## src/rtl/rsa_modexp_enc_if.sv

```systemverilog
// Request/response bundle for the RSA encryptor: operands and start in, status and ciphertext out.
interface rsa_modexp_enc_if #(
  parameter int W = 14
);
  logic         start;
  logic [W-1:0] m;
  logic [W-1:0] e;
  logic [W-1:0] n;
  logic         busy;
  logic         done;
  logic [W-1:0] c;
  logic         err;

  modport master (output start, m, e, n, input busy, done, c, err);
  modport slave  (input start, m, e, n, output busy, done, c, err);
endinterface

```

## src/rtl/rsa_modexp_enc.sv

```systemverilog
// Sequential RSA encryptor c = m^e mod n: left-to-right square-and-multiply built on
// bit-serial shift-add modular multiplication, fixed latency of 2*W*W+1 edges.
module rsa_modexp_enc #(
  parameter int W = 14
) (
  input  logic                clk,
  input  logic                rst_n,
  rsa_modexp_enc_if.slave     bus
);

  localparam int KW = $clog2(W);
  localparam logic [KW-1:0] LAST_IDX = KW'(W - 1);

  typedef enum logic [2:0] {IDLE, SQR, MUL, FIN, ERR} state_t;

  state_t        state_q;
  logic [KW-1:0] i_q;
  logic [KW-1:0] k_q;
  logic [W-1:0]  m_q, e_q, n_q;
  logic [W-1:0]  acc_q;
  logic [W-1:0]  p_q;
  logic [W-1:0]  p_d;
  logic [W-1:0]  mul_b;
  logic          busy_q, done_q, err_q;
  logic [W-1:0]  c_q;

  // One interleaved step: p = 2p mod n, then optionally p = p + a mod n (W+1 bit headroom).
  function automatic logic [W-1:0] mm_step(input logic [W-1:0] p, input logic [W-1:0] a,
                                           input logic [W-1:0] n, input logic add);
    logic [W:0] t;
    t = {p, 1'b0};
    if (t >= {1'b0, n}) t = t - {1'b0, n};
    if (add) begin
      t = t + {1'b0, a};
      if (t >= {1'b0, n}) t = t - {1'b0, n};
    end
    return t[W-1:0];
  endfunction

  always_comb begin
    mul_b = (state_q == SQR) ? acc_q : m_q;
    p_d   = mm_step(p_q, acc_q, n_q, mul_b[i_q]);
  end

  always_ff @(posedge clk or negedge rst_n) begin
    if (!rst_n) begin
      state_q <= IDLE;
      busy_q  <= 1'b0;
      done_q  <= 1'b0;
      err_q   <= 1'b0;
      c_q     <= '0;
      i_q     <= '0;
      k_q     <= '0;
    end else begin
      done_q <= 1'b0;
      case (state_q)
        IDLE: begin
          if (bus.start) begin
            m_q    <= bus.m;
            e_q    <= bus.e;
            n_q    <= bus.n;
            acc_q  <= W'(1);
            p_q    <= '0;
            i_q    <= LAST_IDX;
            k_q    <= LAST_IDX;
            busy_q <= 1'b1;
            state_q <= (bus.n < W'(2) || bus.m >= bus.n) ? ERR : SQR;
          end
        end
        SQR: begin
          if (i_q == '0) begin
            acc_q   <= p_d;
            p_q     <= '0;
            i_q     <= LAST_IDX;
            state_q <= MUL;
          end else begin
            p_q <= p_d;
            i_q <= i_q - 1'b1;
          end
        end
        MUL: begin
          if (i_q == '0) begin
            // The multiply always runs; only the exponent bit decides whether it is kept.
            if (e_q[k_q]) acc_q <= p_d;
            p_q <= '0;
            i_q <= LAST_IDX;
            if (k_q == '0) begin
              state_q <= FIN;
            end else begin
              k_q     <= k_q - 1'b1;
              state_q <= SQR;
            end
          end else begin
            p_q <= p_d;
            i_q <= i_q - 1'b1;
          end
        end
        FIN: begin
          c_q     <= acc_q;
          err_q   <= 1'b0;
          done_q  <= 1'b1;
          busy_q  <= 1'b0;
          state_q <= IDLE;
        end
        ERR: begin
          c_q     <= '0;
          err_q   <= 1'b1;
          done_q  <= 1'b1;
          busy_q  <= 1'b0;
          state_q <= IDLE;
        end
        default: state_q <= IDLE;
      endcase
    end
  end

  assign bus.busy = busy_q;
  assign bus.done = done_q;
  assign bus.c    = c_q;
  assign bus.err  = err_q;

endmodule

```

## src/flat_wrapper.sv

```systemverilog
// flat-port wrapper written by rule: the top's interface ports become plain ports
module rsa_modexp_enc_flat 
#(
  parameter int W = 14
)
  (clk, rst_n, bus_start, bus_m, bus_e, bus_n, bus_busy, bus_done, bus_c, bus_err);
  rsa_modexp_enc_if #(.W(W)) bus_i ();
  input  logic clk;
  input  logic rst_n;
  input wire logic [$bits(bus_i.start)-1:0] bus_start;
  input wire logic [$bits(bus_i.m)-1:0] bus_m;
  input wire logic [$bits(bus_i.e)-1:0] bus_e;
  input wire logic [$bits(bus_i.n)-1:0] bus_n;
  output wire logic [$bits(bus_i.busy)-1:0] bus_busy;
  output wire logic [$bits(bus_i.done)-1:0] bus_done;
  output wire logic [$bits(bus_i.c)-1:0] bus_c;
  output wire logic [$bits(bus_i.err)-1:0] bus_err;
  assign bus_i.start = bus_start;
  assign bus_i.m = bus_m;
  assign bus_i.e = bus_e;
  assign bus_i.n = bus_n;
  assign bus_busy = bus_i.busy;
  assign bus_done = bus_i.done;
  assign bus_c = bus_i.c;
  assign bus_err = bus_i.err;
  rsa_modexp_enc #(.W(W)) u_core (.clk(clk), .rst_n(rst_n), .bus(bus_i));
endmodule
```

## config.mk

```make
export PLATFORM = sky130hd
export DESIGN_NAME = rsa_modexp_enc_flat
export DESIGN_NICKNAME = d
export VERILOG_FILES = /design/src/rtl/rsa_modexp_enc_if.sv /design/src/rtl/rsa_modexp_enc.sv /design/src/flat_wrapper.sv
export SDC_FILE = /design/constraint.sdc
export NUM_CORES = 1
export LEC_CHECK = 0
export BUFFER_PORTS_ARGS = -buffer_cell sky130_fd_sc_hd__buf_2
export CAP_MARGIN = 5
export CORE_MARGIN = 2
export CORE_UTILIZATION = 30
export DETAILED_ROUTE_END_ITERATION = 7
export SLEW_MARGIN = 0
export SYNTH_ARGS = -nofsm -noshare
export SYNTH_HDL_FRONTEND = slang
export SYNTH_SLANG_ARGS = --single-unit
export TNS_END_PERCENT = 30
```

## constraint.sdc

```tcl
create_clock -name clk -period 11.8 [get_ports clk]
set_input_delay 0 -clock clk [delete_from_list [all_inputs] [get_ports clk]]
set_output_delay 0 -clock clk [all_outputs]
set_load 0.005 [all_outputs]
```

==> results.yml <==
synth:
  synth.top_cells.by_count: "edfxtp_1, ha_1, nand2_1"
  synthArstFlopShare_pct: 28.6
  synth_top_area_share_pct: 31.4
  synth_area_mm2: 0.00669
  synth-seq-cells: 98
  ys.flop_type: "edfxtp_1"
  synth-edff-count: 70
  ys_types: 67
  synthCells: 647
  synth.most_common_cell: "edfxtp_1"
  syn_nets: 753
  avgSynthCellArea_um2: 10.3
  ys_seq_area_share_pct: 41.9
  synthTopCellsByArea: "edfxtp_1, ha_1, dfrtp_1"
  yosysWarnings: 0
  yosysTopAreaCell: "edfxtp_1"
finish:
  drive_above_1_share_pct: 15.2
  regArea_mm2: 0.00280
  fin_nets: 853
  insertedDiodeCount: 0
  multi_input_area_mm2: 0.00360
  synthToLayoutAreaGrowth_pct: 20.0
  fill_cells: 2135
  final_core_util_pct: 36.8
floorplanning:
  placementRows: 54
  die_h_um: 153
  core_area_mm2: 0.0218
  die_area_mm2: 0.0235
  pin_count: 62
  start_util_pct: 30.7
  fp.dieW_um: 153
worst_setup_path:
  reg2reg_setup_slack_ns: 4.51
  end_kind: "flip-flop"
  cp.arrival_ns: 7.37
  cp_max_fo: 19
  required_ns: 11.89
  crit_type: "reg -> reg"
  start_kind: "flip-flop"
routing:
  post-route-drc-count: 0
  first_pass_iters: 5
  drt_iter0_markers: 412
  antenna_left: 0
  wirelength_um: 18300
  vias: 5394
  via_per_inst: 5.23
  wl_per_cell_um: 17.7
run_status:
  status: "complete, no violations"
clock_network:
  clockRootBuffer: "clkbuf_16"
  cts_made_buffers: 9
  cts.sinks: 98
  cts_setup_buffers: 0
  clk_pin_slew_ns: 0.07
  holdBufCountCts: 43
  cts_resized: 0
  htreeDepth: 3
  clk-insertion-delay-late_ns: 0.35
  cts_tree: "yes"
  clock_path_buffers: 2
global_routing:
  overflow: 0
  grt_usage_pct: 15.8
  antenna_found_initial: 0
  grt_max_degree: 43
  grt_pass1_wl_um: 28700
  grt_pass1_vias: 5246
placed_design:
  port_buffers: 61
  hpwl_um: 13900
  dpl_worst_slack_ns: 4.55
  finalWeightedCongestion: 0.925
flow_run:
  drv_cap: 0
worst_hold_path:
  worstHoldPathType: "in -> reg"
sta:
  tightest_slew_ns: 1.14
  rsz0062_at_grt: "false"
  slew_headroom_pct: 23.8
  setup_viol: 0
  min_period_ns: 7.29
  finalHoldViolCount: 0
  period_share_pct: 61.8
  fmax_mhz: 137
  layout_setup_ws_ns: 4.51
  slew_violations: 0
  skew_ns: 0.00721
  setup_tns_ns: 0
## final timing paths
check	from	endpoint	cells after the start
max in group asynchronous	rst_n	u_core.k_q[0]	2
min	bus_start	u_core.state_q[0]	4
min in group asynchronous	rst_n	u_core.bus.c[12]	2
max	u_core.p_q[0]	u_core.p_q[2]	22
min reg2reg	u_core.bus.busy	u_core.bus.busy	2
max reg2reg	u_core.p_q[0]	u_core.p_q[2]	22
## final cells by class
type | instances | share of cell area [%]
Timing Repair Buffer | 107 | 9.45
Sequential cell | 98 | 34.9
Multi-Input combinational cell | 474 | 44.9
Clock buffer | 14 | 3.52
Clock inverter | 2 | 0.187
Inverter | 57 | 2.67
Tap cell | 280 | 4.37
## registers in the layout, summed over array words and instances (netlist names), 3 cells and up
| name | flops |
|---|---|
| u_core.k_q | 4 |
| u_core.acc_q | 14 |
| u_core.n_q | 14 |
| u_core.m_q | 14 |
| u_core.e_q | 14 |
| u_core.state_q | 3 |
| u_core.bus.c | 14 |
| u_core.p_q | 14 |
| u_core.i_q | 4 |
## layer usage
metal	track usage [%]	share of wire (%)
met2	25.7	47
met4	7.32	3.6
met5	0	0
met3	1.84	4.2
met1	21.1	45
## cells in the final DEF (no fill, tap or decap), types with 11 or more instances in the layout
| cell | netlist | layout |
|---|---|---|
| xnor2_1 | 24 | 24 |
| dlygate4sd3_1 | 0 | 43 |
| o22ai_1 | 24 | 24 |
| a21o_1 | 16 | 16 |
| edfxtp_1 | 70 | 70 |
| xor2_1 | 12 | 12 |
| a21oi_1 | 48 | 48 |
| mux4_2 | 11 | 11 |
| nor2_1 | 50 | 49 |
| inv_1 | 57 | 57 |
| o21ai_0 | 18 | 18 |
| dfrtp_1 | 28 | 28 |
| nand2_1 | 58 | 58 |
| ha_1 | 58 | 58 |
| mux2i_1 | 18 | 18 |
| buf_2 | 5 | 61 |
## critical path, stage by stage, from the launching register on
cell	delay, ns
edfxtp_1	0.46
ha_1	0.36
ha_1	0.18
a2111oi_0	0.35
o21bai_1	0.19
a21o_1	0.20
a211o_1	0.58
nand2_1	0.25
inv_1	0.06
ha_1	0.21
fa_1	0.41
a21o_1	0.24
a2111oi_4	0.40
xnor2_1	0.22
ha_1	0.35
a2111o_1	0.42
o2111ai_1	0.28
a31oi_1	0.19
nor3_1	0.20
o21bai_1	0.09
a21oi_2	0.85
mux2i_1	0.36
o22ai_1	0.13
## cells by family (layout without fill, tap and decap cells)
kind of cell               count (synthesis)  count (layout)  synth area share [%]
DFF                                       98              98                  41.9
AOI/OAI and AO/OA                        175             175                  18.1
buffers and inverters                     75             180                  4.47
xor gates and xnor gates                  36              36                  4.71
and+or+nand+nor                          168             168                  11.8
muxes                                     34              34                  7.30
adders and majority gates                 61              61                  11.7
## stage by stage
step                std cells  hold WS (ns)  cell area, um^2
floorplan                 647        -0.296             6690
global placement          973        0.0817             7300
detailed placement        973        0.0731             7300
CTS                      1032        0.0964             8020
global route             1032         0.120             8020
finish                   1032         0.101             8020
Power is not shown: default switching activity piles up to over one toggle a cycle in this logic, so the estimate is an artifact.
